$ cat src/rtl/klp32_mem_pkg.sv
// Shared types and default widths for the klp32 memory-port logic.
package klp32_mem_pkg;

  localparam int KLP32_AW = 32;
  localparam int KLP32_DW = 32;
  localparam logic [3:0] BE_FULL = 4'b1111;

  typedef enum logic [1:0] {
    ST_IDLE    = 2'd0,
    ST_BUSY_IF = 2'd1,
    ST_BUSY_LS = 2'd2
  } arb_state_e;

  // Counter width able to hold 0..n, never narrower than one bit.
  function automatic int cnt_width(input int n);
    return (n < 1) ? 1 : $clog2(n + 1);
  endfunction

endpackage

$ cat src/rtl/arb_starve_ctr.sv
// Winner select with fetch-starvation guard for mem_port_arbiter.
// Built only when ARB_STARVE_GUARD_EN is defined.
module arb_starve_ctr
  import klp32_mem_pkg::*;
#(
  parameter int MAX_STARVE = 4
) (
  input  logic clk,
  input  logic rst,
  input  logic decide_i,
  input  logic if_req_i,
  input  logic ls_req_i,
  output logic pick_ls_o
);

  localparam int CW = cnt_width(MAX_STARVE);
  localparam logic [CW-1:0] CREDIT_FULL = CW'(MAX_STARVE);

  // Down-counter of ls grants still allowed while fetch waits; zero is terminal.
  logic [CW-1:0] credit_q, credit_d;
  logic          starved;

  assign starved   = (credit_q == '0);
  assign pick_ls_o = ls_req_i && !(if_req_i && starved);

  always_comb begin
    credit_d = credit_q;
    if (decide_i) begin
      if (pick_ls_o && if_req_i) begin
        credit_d = credit_q - CW'(1);
      end else begin
        credit_d = CREDIT_FULL;
      end
    end
  end

  always_ff @(posedge clk) begin
    if (rst) begin
      credit_q <= CREDIT_FULL;
    end else begin
      credit_q <= credit_d;
    end
  end

endmodule

$ cat src/rtl/mem_port_arbiter.sv
// Two-master (fetch, load/store) arbiter onto a single-outstanding memory port.
// Define ARB_STARVE_GUARD_EN to bound how long fetch can be starved by ls.
//
// state      | meaning
// ST_IDLE    | no transaction; arbitrate on any req
// ST_BUSY_IF | fetch outstanding, waiting for mem_ack
// ST_BUSY_LS | load/store outstanding, waiting for mem_ack
module mem_port_arbiter
  import klp32_mem_pkg::*;
#(
  parameter int AW         = KLP32_AW,
  parameter int DW         = KLP32_DW,
  parameter int MAX_STARVE = 4
) (
  input  logic          clk,
  input  logic          rst,

  input  logic          if_req,
  input  logic [AW-1:0] if_addr,
  input  logic          if_flush,
  output logic          if_gnt,
  output logic          if_rvalid,
  output logic [DW-1:0] if_rdata,

  input  logic          ls_req,
  input  logic          ls_we,
  input  logic [AW-1:0] ls_addr,
  input  logic [DW-1:0] ls_wdata,
  input  logic [3:0]    ls_be,
  output logic          ls_gnt,
  output logic          ls_rvalid,
  output logic [DW-1:0] ls_rdata,

  output logic          mem_req,
  output logic          mem_we,
  output logic [AW-1:0] mem_addr,
  output logic [DW-1:0] mem_wdata,
  output logic [3:0]    mem_be,
  input  logic          mem_ack,
  input  logic [DW-1:0] mem_rdata
);

  if (MAX_STARVE < 0) begin : g_param_chk
    $error("mem_port_arbiter: MAX_STARVE must be non-negative");
  end

  arb_state_e    state_q, state_d;
  logic          drop_q, drop_d;
  logic          if_gnt_q, if_gnt_d;
  logic          ls_gnt_q, ls_gnt_d;
  logic          if_rvalid_q, if_rvalid_d;
  logic          ls_rvalid_q, ls_rvalid_d;
  logic [DW-1:0] if_rdata_q, if_rdata_d;
  logic [DW-1:0] ls_rdata_q, ls_rdata_d;
  logic          mem_req_q, mem_req_d;
  logic          mem_we_q, mem_we_d;
  logic [AW-1:0] mem_addr_q, mem_addr_d;
  logic [DW-1:0] mem_wdata_q, mem_wdata_d;
  logic [3:0]    mem_be_q, mem_be_d;

  logic any_req;
  logic pick_ls;

  assign any_req = if_req | ls_req;

`ifdef ARB_STARVE_GUARD_EN
  logic decide;
  assign decide = (state_q == ST_IDLE) && any_req;

  arb_starve_ctr #(
    .MAX_STARVE (MAX_STARVE)
  ) u_starve (
    .clk       (clk),
    .rst       (rst),
    .decide_i  (decide),
    .if_req_i  (if_req),
    .ls_req_i  (ls_req),
    .pick_ls_o (pick_ls)
  );
`else
  assign pick_ls = ls_req;
`endif

  always_comb begin
    state_d     = state_q;
    drop_d      = drop_q;
    if_gnt_d    = 1'b0;
    ls_gnt_d    = 1'b0;
    if_rvalid_d = 1'b0;
    ls_rvalid_d = 1'b0;
    if_rdata_d  = if_rdata_q;
    ls_rdata_d  = ls_rdata_q;
    mem_req_d   = mem_req_q;
    mem_we_d    = mem_we_q;
    mem_addr_d  = mem_addr_q;
    mem_wdata_d = mem_wdata_q;
    mem_be_d    = mem_be_q;

    unique case (state_q)
      ST_IDLE: begin
        if (any_req) begin
          mem_req_d = 1'b1;
          drop_d    = 1'b0;
          if (pick_ls) begin
            ls_gnt_d    = 1'b1;
            mem_we_d    = ls_we;
            mem_addr_d  = ls_addr;
            mem_wdata_d = ls_wdata;
            mem_be_d    = ls_be;
            state_d     = ST_BUSY_LS;
          end else begin
            if_gnt_d    = 1'b1;
            mem_we_d    = 1'b0;
            mem_addr_d  = if_addr;
            mem_wdata_d = '0;
            mem_be_d    = BE_FULL;
            state_d     = ST_BUSY_IF;
          end
        end
      end

      ST_BUSY_IF: begin
        if (if_flush) begin
          drop_d = 1'b1;
        end
        // A flush coinciding with the ack still discards the fetched word.
        if (mem_ack) begin
          mem_req_d = 1'b0;
          drop_d    = 1'b0;
          state_d   = ST_IDLE;
          if (!(drop_q || if_flush)) begin
            if_rvalid_d = 1'b1;
            if_rdata_d  = mem_rdata;
          end
        end
      end

      ST_BUSY_LS: begin
        if (mem_ack) begin
          mem_req_d   = 1'b0;
          ls_rvalid_d = 1'b1;
          ls_rdata_d  = mem_rdata;
          state_d     = ST_IDLE;
        end
      end

      default: begin
        state_d = ST_IDLE;
      end
    endcase
  end

  always_ff @(posedge clk) begin
    if (rst) begin
      state_q     <= ST_IDLE;
      drop_q      <= 1'b0;
      if_gnt_q    <= 1'b0;
      ls_gnt_q    <= 1'b0;
      if_rvalid_q <= 1'b0;
      ls_rvalid_q <= 1'b0;
      if_rdata_q  <= '0;
      ls_rdata_q  <= '0;
      mem_req_q   <= 1'b0;
      mem_we_q    <= 1'b0;
      mem_addr_q  <= '0;
      mem_wdata_q <= '0;
      mem_be_q    <= '0;
    end else begin
      state_q     <= state_d;
      drop_q      <= drop_d;
      if_gnt_q    <= if_gnt_d;
      ls_gnt_q    <= ls_gnt_d;
      if_rvalid_q <= if_rvalid_d;
      ls_rvalid_q <= ls_rvalid_d;
      if_rdata_q  <= if_rdata_d;
      ls_rdata_q  <= ls_rdata_d;
      mem_req_q   <= mem_req_d;
      mem_we_q    <= mem_we_d;
      mem_addr_q  <= mem_addr_d;
      mem_wdata_q <= mem_wdata_d;
      mem_be_q    <= mem_be_d;
    end
  end

  assign if_gnt    = if_gnt_q;
  assign ls_gnt    = ls_gnt_q;
  assign if_rvalid = if_rvalid_q;
  assign ls_rvalid = ls_rvalid_q;
  assign if_rdata  = if_rdata_q;
  assign ls_rdata  = ls_rdata_q;
  assign mem_req   = mem_req_q;
  assign mem_we    = mem_we_q;
  assign mem_addr  = mem_addr_q;
  assign mem_wdata = mem_wdata_q;
  assign mem_be    = mem_be_q;

endmodule

$ cat config.mk
export PLATFORM = sky130hd
export DESIGN_NAME = mem_port_arbiter
export DESIGN_NICKNAME = d
export VERILOG_FILES = /design/src/rtl/klp32_mem_pkg.sv /design/src/rtl/arb_starve_ctr.sv /design/src/rtl/mem_port_arbiter.sv
export SDC_FILE = /design/constraint.sdc
export NUM_CORES = 1
export LEC_CHECK = 0
export ABC_AREA = 1
export CORE_MARGIN = 2
export CORE_UTILIZATION = 36
export CTS_CLUSTER_DIAMETER = 150
export DETAILED_ROUTE_END_ITERATION = 8
export PLACE_DENSITY = 0.77
export SETUP_SLACK_MARGIN = 0.5
export SYNTH_ARGS = -nofsm -noshare
export SYNTH_HDL_FRONTEND = slang
export SYNTH_SLANG_ARGS = --single-unit
$ cat constraint.sdc
create_clock -name clk -period 1.3 [get_ports clk]
set_input_delay 0.13 -clock clk [delete_from_list [all_inputs] [get_ports clk]]
set_output_delay 0.13 -clock clk [all_outputs]
set_load 0.005 [all_outputs]
# Word level (Yosys, flattened, before mapping)
# Cells that the tools add are included.
word_totals:
  in_bits: 139
  register_bits: 141
  out_inout_bits: 138
op_classes:
  mux: 19
  reduce_logical: 14
  eq_ne: 5
  bitwise_logic: 7
op_table:
  columns: ["operator", "n"]
  rows:
  - ["$mux W32", 2]
  - ["$mux W1", 10]
  - ["$reduce_and A3 Y1", 3]
  - ["$mux W2", 3]
  - ["$not A1 Y1", 6]
  - ["$reduce_and A2 Y1", 3]
  - ["$reduce_or A3 Y1", 2]
  - ["$mux W4", 1]
  - ["$pmux W1 S2", 2]
  - ["$pmux W2 S2", 1]
  - ["$reduce_bool A2 Y1", 2]
  - ["$reduce_or A2 Y1", 2]
  - ["$ne A3 B3 Y1 const B", 1]
  - ["$eq A2 B1 Y1 const B", 1]
  - ["$eq A2 B2 Y1 const B", 1]
  - ["$logic_not A2 Y1", 1]
  - ["$ne A2 B1 Y1 const B", 1]
  - ["$ne A2 B2 Y1 const B", 1]
  - ["$logic_or A1 B1 Y1", 1]
  - ["$or A1 B1 Y1", 1]

# Depth between registers and ports, before layout
depth:
  depth_word: 4
  mapped_depth: 9
  depth_no_buf: 8

# Least setup slack after synthesis
# No wires, ideal clock.
synth_timing:
  path_kind: "reg-to-reg"
  startpoint: "register state_q[1]"
  endpoint: "register if_rdata_q[10] (netlist: if_rdata[10])"
  path_stages_with_launch: 10
  path_slack_ps: 15
  required_time_ps: 1184
  arrival_ps: 1169
  path_cell_list: "dfxtp_1 > inv_1 > ha_1 > nand2_1 > inv_1 > nand2_1 > inv_1 > buf_2 > nor2_1 > nor2_1"
synth_via:
  elab_chain_len: 2
synth_lines:
  columns: ["item", "line_no", "rtl"]
  rows:
  - ["start, declared", "mem_port_arbiter.sv:47", "arb_state_e state_q, state_d;"]
  - ["start signal, assigned", "mem_port_arbiter.sv:169", "state_q <= state_d;"]
  - ["$eq A2 B1 Y1", "mem_port_arbiter.sv:99", "unique case (state_q)"]
  - ["$reduce_and A3 Y1 (no line)", null, null]
  - ["end signal, assigned", "mem_port_arbiter.sv:175", "if_rdata_q <= if_rdata_d;"]
  - ["end, declared", "mem_port_arbiter.sv:53", "logic [DW-1:0] if_rdata_q, if_rdata_d;"]
# Every way passes these cells.
# A chain may end at the register's enable or synchronous reset.

# Worst setup path after layout
layout_timing:
  startpoint: "register state_q[1]"
  endpoint: "register if_rdata_q[12] (netlist: if_rdata[12])"
# The elaborated chain is that of the path after synthesis.

==> flow_summary.rst <==
.. list-table::
   :header-rows: 1

   * - Metric
     - Value
   * - Hold Vio Cnt, Final
     - 0
   * - Primary flip-flop cell chosen by synthesis mapping
     - sky130_fd_sc_hd__dfxtp_1
   * - Pin count of the biggest net entering global routing
     - 54
   * - Critical path type
     - reg -> reg
   * - Ranking of synthesized cells by instance count
     - 242 x sky130_fd_sc_hd__nand2_1, 142 x sky130_fd_sc_hd__nor2_1, 141 x sky130_fd_sc_hd__dfxtp_1
   * - Total number of yosys warnings
     - 0
   * - Worst setup slack for register-to-register paths
     - -110 ps
   * - RSZ-0062 raised after global routing
     - yes
   * - Initial detailed-routing violation count
     - 349
   * - Fraction of layout cells with a size suffix above 1
     - 51.71%
   * - Run status
     - complete, but fails checks
   * - Die width
     - about 130 µm
   * - Power density over the cells
     - 1266 nW/µm²
   * - Crit start category
     - register
   * - Root Buffer Master
     - sky130_fd_sc_hd__clkbuf_16
   * - Count of TritonRoute iterations in the first routing pass
     - 5
   * - Type of element capturing the critical path
     - register
   * - Initial Utilization
     - 36.57%
   * - Final Hold Slack
     - 245.9 ps
   * - Antenna cells
     - 0
   * - Ordered list of cells on the worst path
     - inv_4 -> ha_4 -> nand2_4 -> inv_6 -> nand2_8 -> clkinv_8 -> clkbuf_16 -> nor2_4 -> nor2_1
   * - Synthesized area
     - 5295 µm²
   * - Shortest clock period the worst path allows after layout
     - ~1400 ps
   * - Final setup violation count
     - 80
   * - Register area share after synthesis
     - between 50% and 60%
   * - Number of cells in the finished layout apart from fillers
     - 1294
   * - Post-Synthesis Mean Instance Area
     - 7.234 µm²
   * - Number of input and output port buffers inserted
     - 276
   * - Crit path max fanout
     - 8
   * - Die Span Y
     - 125.3 µm
   * - Biggest area contributors in the synthesized netlist
     - sky130_fd_sc_hd__dfxtp_1 53%, sky130_fd_sc_hd__nand2_1 17%, sky130_fd_sc_hd__nor2_1 10%
   * - Number of antenna violations at the first check in global routing
     - 0
   * - Top achievable clock speed
     - just over 700 MHz
   * - Data required time at the worst endpoint
     - ~1600 ps
   * - Number of buffers created by CTS
     - 17
   * - H-Tree Depth
     - 4
   * - Period utilization
     - 108.6%
   * - Synthesis-stage register bit count
     - 141
   * - Path category of the worst min-delay check
     - in -> reg
   * - Tightest Pin Transition
     - 393.4 ps
   * - Clock tree from TritonCTS
     - built
   * - Area growth from synthesis to layout
     - 104.3%
   * - Max Transition Viols Final
     - 0
   * - Layout Skew
     - about 8.8 ps
   * - Leak
     - 4.794 nW
   * - Worst path setup slack after routing
     - -112.3 ps
   * - All-Layer GR Usage
     - around a quarter
   * - Clock network latency to the later pin of the worst-skew pair
     - 420 ps
   * - Wire length of the first global-routing pass
     - 29310 µm
   * - Total global routing overflow
     - 0
   * - RD Place Congestion
     - a little over 0.8
   * - Worst IR drop on VDD
     - approximately 0.00094 V
   * - Vias
     - 6462
   * - Core ar.
     - approximately 14000 µm²
   * - DRC violation count after routing
     - 0
   * - Number of enable-type register cells in the synthesized netlist
     - 0
   * - Total Die Area
     - 15700 µm²
   * - Antenna violation net count after detailed routing
     - 0
   * - Largest buffer count on any clock path
     - 2
   * - Delay of the slowest critical-path stage
     - around 360 ps
   * - Layout Nets
     - 1239
   * - Fraction of registers with async set/reset
     - 0%
   * - Vias per Instance
     - 4.994
   * - Final Routed Wirelength
     - around 23000 µm
   * - Most frequent cell after synthesis
     - sky130_fd_sc_hd__nand2_1
   * - Dpl hpwl
     - 11860 µm
   * - Count of placed standard cells including taps
     - 1184
   * - Worst path bufs/invs
     - 4
   * - Violations in the final reports
     - negative setup slack
   * - Unique cell type count in the Yosys netlist
     - 18
   * - Boundary Pins
     - 277
   * - Max Cap Violations
     - 0
   * - Share of the synthesized area in the top cell type
     - between 50% and 60%
   * - Worst endpoint data arrival time
     - 1710 ps
   * - Number of standard cells after synthesis
     - 732
   * - Average wire per cell in the routed design
     - 17.60 µm
   * - Number of cell rows
     - 44
   * - Clock slew seen by the registers of the worst setup and hold paths
     - 60 ps
   * - Cell taking the most area after synthesis
     - sky130_fd_sc_hd__dfxtp_1
   * - Pre-CTS setup slack
     - -234.9 ps
   * - Syn nets
     - just under 900
   * - Number of global-route vias before repair
     - 5891
   * - Largest delay contributor family on the critical path
     - buffers and inverters
   * - Library cell contributing the largest single delay on the critical path
     - sky130_fd_sc_hd__dfxtp_4
   * - CTS Sinks
     - 141
   * - Worst-case headroom to the max-slew limit
     - approximately three quarters
-- routing by layer --
layer	share of wire [%]	track usage (%)	vias up	wire length (µm)
met4	4.5	10.39	0	1028
met3	7.8	8.729	78	1777
li1	-	-	3052	-
met5	0	0	-	0
met1	37	25.32	3004	8401
met2	51	41.24	328	11570
-- placed cells by master, fill, tap and decap left out, drive strengths merged --
cell	instances
nor2	144
nand4	1
buf	232
clkinvlp	2
clkdlybuf4s50	138
bufinv	4
nand2	244
a21oi	33
nand3	4
o21ai	102
clkbuf	44
dfxtp	141
ha	3
inv	13
nor3	1
clkinv	3
clkdlybuf4s15	1
-- tightest hold or removal path: cells and delay by family --
family                 cells  cell delay [ps]
AO/OA/AOI/OAI              1               50
buffers and inverters      1              390
AND/OR/NAND/NOR            1               60
-- what timing repair did --
item                       4_1_cts  5_1_grt
pin swaps                       43       35
gates resized for setup        790      216
setup buffers                   21       36
cloned                           6       15
setup endpoints to repair      279      279
hold buffers                     0        0
-- layout make-up --
class | count | area [µm²]
Multi-Input combinational cell | 532 | 2854
Fill cell | 995 | 3662
Sequential cell | 141 | 3007
Clock buffer | 23 | 478.0
Inverter | 13 | 81.33
Clock inverter | 9 | 157.7
Tap cell | 184 | 230.2
Timing Repair Buffer | 392 | 4009
-- stage by stage --
step / utilization (%) / power (W) / area [µm²] / setup TNS, ps
2_1_floorplan: - / 0.005872 / 5465 / 0
3_3_place_gp: 59.00 / 0.007231 / 8542 / -20680
3_5_place_dp: 59.00 / 0.007263 / 8542 / -23770
4_1_cts: 66.91 / 0.01293 / 9688 / -886.0
5_1_grt: 74.71 / 0.01419 / 10820 / -8724
6_report: 74.71 / 0.01370 / 10820 / -4233
-- worst paths after layout --
path | startpoint | endpoint | depth (start not counted)
worst min-delay path | ls_wdata[31] | mem_wdata[31] | 3
worst min register to register | mem_addr[12] | mem_addr[12] | 2
worst max register to register | state_q[1] | if_rdata[12] | 9
worst max-delay path | state_q[1] | if_rdata[12] | 9
-- cell families after synthesis --
family                     count (synthesis)  share of synthesized area (%)
buffers and inverters                     60                          4.962
DFF                                      141                          53.31
adders and majority gates                  3                         0.7090
and+or+nand+nor                          393                          28.26
AOI/OAI and AO/OA                        135                          12.76
-- power breakdown --
part,internal [W],total [W],switching (W),leakage [nW]
combinational,0.00196,0.00345,0.00150,3.28
clock,0.00337,0.00529,0.00191,0.304
sequential,0.00472,0.00496,0.000234,1.21
total,0.0101,0.0137,0.00364,4.79
-- state kept, by name, indices dropped and copies added, names as in the netlist, 2 cells and up --
signal / flops
if_rdata: 32
ls_rdata: 32
mem_addr: 32
mem_wdata: 32
mem_be: 4
state_q: 2
Power figures use the tool's default switching activity.
